### src/rtl/divider_pkg.sv
// divider_pkg: shared state encoding and counter sizing for divider_seq_nb
// Contents: state_t (IDLE/RUN/DONE) and cnt_w(n), the bit counter width able to hold n.
package divider_pkg;
   typedef enum logic [1:0] {IDLE, RUN, DONE} state_t;
   function automatic int cnt_w(input int n);
      return $clog2(n + 1);
   endfunction
endpackage

### src/rtl/div_step.sv
// div_step: one combinational restoring-division iteration on {R,Q} against divisor B
// Ports: r_i/q_i partial remainder and quotient/dividend shift register, b_i divisor,
//        r_o/q_o values after shift, trial subtract and conditional restore.
module div_step #(parameter int n = 4) (
   input  logic [n-1:0] r_i,
   input  logic [n-1:0] q_i,
   input  logic [n-1:0] b_i,
   output logic [n-1:0] r_o,
   output logic [n-1:0] q_o
);
   logic [n:0] r_sh;
   logic [n:0] trial;
   assign r_sh  = {r_i, q_i[n-1]};
   assign trial = r_sh - {1'b0, b_i};
   // trial MSB set means the subtract went negative: keep the shifted remainder
   assign r_o = trial[n] ? r_sh[n-1:0] : trial[n-1:0];
   assign q_o = {q_i[n-2:0], ~trial[n]};
endmodule

### src/rtl/divider_seq_nb.sv
// divider_seq_nb: sequential n-bit unsigned restoring divider, one quotient bit per clock
// Ports: clk, rst (sync, active-high); start/a/b issue a divide from IDLE;
//        busy high in RUN, done one-cycle result pulse; Quotient/Remainder/DivZero
//        registered on entry to DONE and held until the next DONE.
module divider_seq_nb
   import divider_pkg::*;
#(parameter int n = 4) (
   input  logic         clk,
   input  logic         rst,
   input  logic         start,
   input  logic [n-1:0] a,
   input  logic [n-1:0] b,
   output logic         busy,
   output logic         done,
   output logic [n-1:0] Quotient,
   output logic [n-1:0] Remainder,
   output logic         DivZero
);
   localparam int CNT_W = cnt_w(n);
   state_t           state_q;
   logic [n-1:0]     r_q, q_q, b_q, quot_q, rem_q;
   logic [CNT_W-1:0] cnt_q;
   logic             dz_q;
   logic [n-1:0]     r_d, q_d;
   div_step #(.n(n)) u_step (.r_i(r_q), .q_i(q_q), .b_i(b_q), .r_o(r_d), .q_o(q_d));
   always_ff @(posedge clk) begin
      if (rst) begin
         state_q <= IDLE;
         r_q     <= '0;
         q_q     <= '0;
         b_q     <= '0;
         cnt_q   <= '0;
         quot_q  <= '0;
         rem_q   <= '0;
         dz_q    <= 1'b0;
      end else begin
         case (state_q)
            IDLE: if (start) begin
               q_q   <= a;
               b_q   <= b;
               r_q   <= '0;
               cnt_q <= CNT_W'(n);
               // zero divisor skips RUN and reports saturated quotient
               if (b == '0) begin
                  state_q <= DONE;
                  quot_q  <= '1;
                  rem_q   <= a;
                  dz_q    <= 1'b1;
               end else begin
                  state_q <= RUN;
               end
            end
            RUN: begin
               r_q   <= r_d;
               q_q   <= q_d;
               cnt_q <= cnt_q - CNT_W'(1);
               if (cnt_q == CNT_W'(1)) begin
                  state_q <= DONE;
                  quot_q  <= q_d;
                  rem_q   <= r_d;
                  dz_q    <= 1'b0;
               end
            end
            default: state_q <= IDLE;
         endcase
      end
   end
   assign busy      = (state_q == RUN);
   assign done      = (state_q == DONE);
   assign Quotient  = quot_q;
   assign Remainder = rem_q;
   assign DivZero   = dz_q;
endmodule

### config.mk
export PLATFORM = sky130hd
export DESIGN_NAME = divider_seq_nb
export DESIGN_NICKNAME = d
export VERILOG_FILES = /design/src/rtl/divider_pkg.sv /design/src/rtl/div_step.sv /design/src/rtl/divider_seq_nb.sv
export SDC_FILE = /design/constraint.sdc
export NUM_CORES = 1
export LEC_CHECK = 0
export BUFFER_PORTS_ARGS = -buffer_cell sky130_fd_sc_hd__buf_2
export CORE_MARGIN = 2
export CORE_UTILIZATION = 50
export CTS_CLUSTER_SIZE = 16
export DETAILED_ROUTE_END_ITERATION = 12
export GPL_TIMING_DRIVEN = 0
export MAX_ROUTING_LAYER = met4
export PLACE_DENSITY = 0.72
export SLEW_MARGIN = 20
export SYNTH_ARGS = -nofsm -noshare
export SYNTH_HDL_FRONTEND = slang
export SYNTH_SLANG_ARGS = --single-unit
### constraint.sdc
create_clock -name clk -period 2.4 [get_ports clk]
set_clock_uncertainty 0.1 [all_clocks]
set_input_delay 0.24 -clock clk [delete_from_list [all_inputs] [get_ports clk]]
set_output_delay 0.24 -clock clk [all_outputs]
set_load 0.01 [all_outputs]
==> metrics.yaml <==
run_status:
  status: "completed"
timing:
  fin_crit_ps: 2310
  worst_pin_slew_ps: 519
  slew_headroom_pct: 65.3
  rsz0062_at_grt: "false"
  post-route-period-util_pct: 96.1
  slew_violations: 0
  final.setup.tns_ps: 0
  hold_viol_final: 0
  fmax_mhz: 434
  setup_viol: 0
worst_setup_path:
  reg2reg_from: "q_q[3]"
  r2r_cells: 8
  crit_type: "register to register"
  required_ps: 2540
  cp_data_arrival_time_ps: 2450
  r2r_setup_slack_ps: 90
  setup.worst_path.start_class: "register"
  worstPathMaxFanout: 3
  critPathCaptureType: "register"
  r2r_end: "Remainder[2]"
finish:
  finalNetCount: 195
  drive_above_1_share_pct: 26.3
  final_util_pct: 61.6
  syn2layout_area_growth_pct: 16.3
  num-fill-cells: 229
  diodes: 0
power_and_ir_drop:
  ir_drop_mv: 0.347
  switching_share_pct: 32.0
  intPower_mw: 0.645
  comb_power_share_pct: 29.0
  power_density_nw_per_um2: 621
  p_seq_share_pct: 51.8
  p_switching_mw: 0.303
  power.leakage_nw: 0.624
  clock_power_share_pct: 19.2
grt:
  gr-total-overflow: 0
  grt_pass1_wl_mm: 4.58
  antenna_found_initial: 0
  grt_pass1_vias: 1082
  grt_max_degree: 14
  grt_use_total_pct: 18.9
clock_network:
  clock_sinks: 26
  clock_path_buffers: 2
  numCtsBuffers: 3
  cts_tree: "built"
  clkTransAtPathRegs_ps: 130
  htree_num_levels: 1
  cts-root-buf: "clkbuf_4"
  clock_latency_ps: 310
synthesis:
  synth-async-reset-ratio_pct: 0
  syn_area_um2: 1310
  ys_ff_latch: 26
  yosys_warnings: 0
  postSynthAreaPerCell_um2: 8.69
  ys_top_cells_by_area: "dfxtp_1 (40%), nor2_1 (9.2%), ha_1 (5.7%)"
  synth_top_area_share_pct: 39.7
  synth_ff_type: "dfxtp_1"
  synth_seq_area_share_pct: 39.7
  synth.distinct_cells: 37
  synth_fp_nets: 169
  synth-edff-count: 0
  syn_inst: 151
  synth_top_area_cell: "dfxtp_1"
detailed_routing:
  drt-wirelength-per-cell_um: 13.9
  via_per_inst: 5.45
  drtIter0Drc: 27
  route.detailed.drc: 0
  ant_nets: 0
  wirelength_mm: 2.86
  vias: 1118
  drtPass1Iterations: 4
min_path:
  min_delay_path_depth: 3
  min_from: "b[2]"
  min_to: "b_q[2]"
  hp-class: "input pin to register"
floorplan:
  core_um2: 2480
  die_h_um: 55.2
  initial_core_util_pct: 53.0
  dieArea_um2: 3050
  die_x_um: 55.2
  rows: 18
  io_pins: 22
placed_design:
  place.gp.congestion: 0.721
  dp_hpwl_mm: 2.07
  port_buffers: 20
run:
  maxCapViolCount: 0
repair_timing:
| action | CTS | global route |
|---|---|---|
| endpoints found under the setup margin | 1 | 5 |
| gates resized for setup | 1 | 8 |
| hold buffers | 0 | 0 |
| buffers inserted | 0 | 1 |
| pin swaps | 0 | 4 |
sequential cells by signal, indices dropped and copies added (netlist names):
signal	cells
Quotient	4
Remainder	4
b_q	4
q_q	4
r_q	4
cnt_q	3
state_q	2
DivZero	1
layout by cell type, fill, tap and decap left out, drive strengths merged, types with 2 or more instances in the layout:
master	synthesis	routed
inv	9	9
dfxtp	26	26
mux2i	3	3
a211oi	4	4
xor2	2	2
nand2b	5	5
nand2	15	15
clkbuf	3	6
nor2b	4	4
a21oi	14	14
buf	4	25
nor2	33	33
a31oi	2	2
a311oi	7	7
ha	6	6
nand3	2	2
stage by stage:
| stage | instances | power (mW) | hold WS (ps) | setup slack (ps) | area, um^2 |
|---|---|---|---|---|---|
| final | 205 | 0.948 | 90.7 | 93.6 | 1530 |
| after global placement | 201 | 0.726 | 354 | 117 | 1450 |
| after global routing | 205 | 0.997 | 113 | 4.83 | 1530 |
| after detailed placement | 201 | 0.737 | 366 | 34.6 | 1450 |
| after floorplan | 151 | 0.674 | 279 | 228 | 1310 |
| after CTS | 204 | 0.917 | 96.6 | 32.6 | 1480 |
critical path, cell delays in order, from the launching register on:
cell	delay, ps
dfxtp_2	340
inv_1	80
ha_4	180
fa_2	390
nand2b_4	160
a21oi_4	240
xnor2_2	160
mux2_4	340
a311oi_2	230
worst max-delay path by stage:
stage | start | endpoint | slack (ps) | depth (start not counted)
2_1_floorplan | q_q[3] | Remainder[2] | 230 | 8
3_3_place_gp | q_q[3] | Remainder[2] | 120 | 8
3_5_place_dp | q_q[3] | Remainder[2] | 30 | 8
4_1_cts | q_q[3] | Remainder[2] | 30 | 8
5_1_grt | q_q[3] | Remainder[2] | 5 | 8
6_report | q_q[3] | Remainder[2] | 90 | 8
layout make-up:
class	instances	area [um^2]	area share (%)
Multi-Input combinational cell	109	767	50.2
Clock buffer	3	22.5	1.48
Tap cell	30	37.5	2.46
Sequential cell	26	522	34.2
Buffer	7	36.3	2.38
Inverter	9	33.8	2.21
Timing Repair Buffer	21	108	7.05
power groups by stage:
stage                     Combinational, mW  Clock (mW)  Sequential [mW]
after floorplan                       0.176           0            0.497
after global placement                0.229           0            0.497
after detailed placement              0.239           0            0.498
after CTS                             0.246       0.182            0.489
after global routing                  0.305       0.195            0.496
final                                 0.275       0.182            0.491
cell usage after synthesis, types with 2 or more instances:
cell and number:
a211oi_1 3, a21oi_1 12, a21oi_4 2, a311oi_1 6
a31oi_1 2, buf_2 2, clkbuf_1 3, dfxtp_1 26
ha_1 6, inv_1 8, mux2i_1 3, nand2_1 15
nand2b_1 4, nand3_1 2, nor2_1 32, nor2b_1 4
layer usage:
layer	track usage [%]	up-vias	share of wire [%]
li1	-	558	-
met1	21.9	515	43
met2	33.5	38	50
met3	3.04	7	5.4
met4	5.23	0	1.7
met5	-	-	0
logic make-up after synthesis:
| family | after synthesis | share of synthesized area, % |
|---|---|---|
| AOI/OAI and AO/OA | 31 | 18.1 |
| muxes | 4 | 3.15 |
| buffers and inverters | 16 | 5.34 |
| and+or+nand+nor | 64 | 23.9 |
| adders and majority gates | 7 | 7.24 |
| DFF | 26 | 39.7 |
| xor gates and xnor gates | 3 | 2.57 |
No activity file was read; power rests on OpenSTA's default activity.
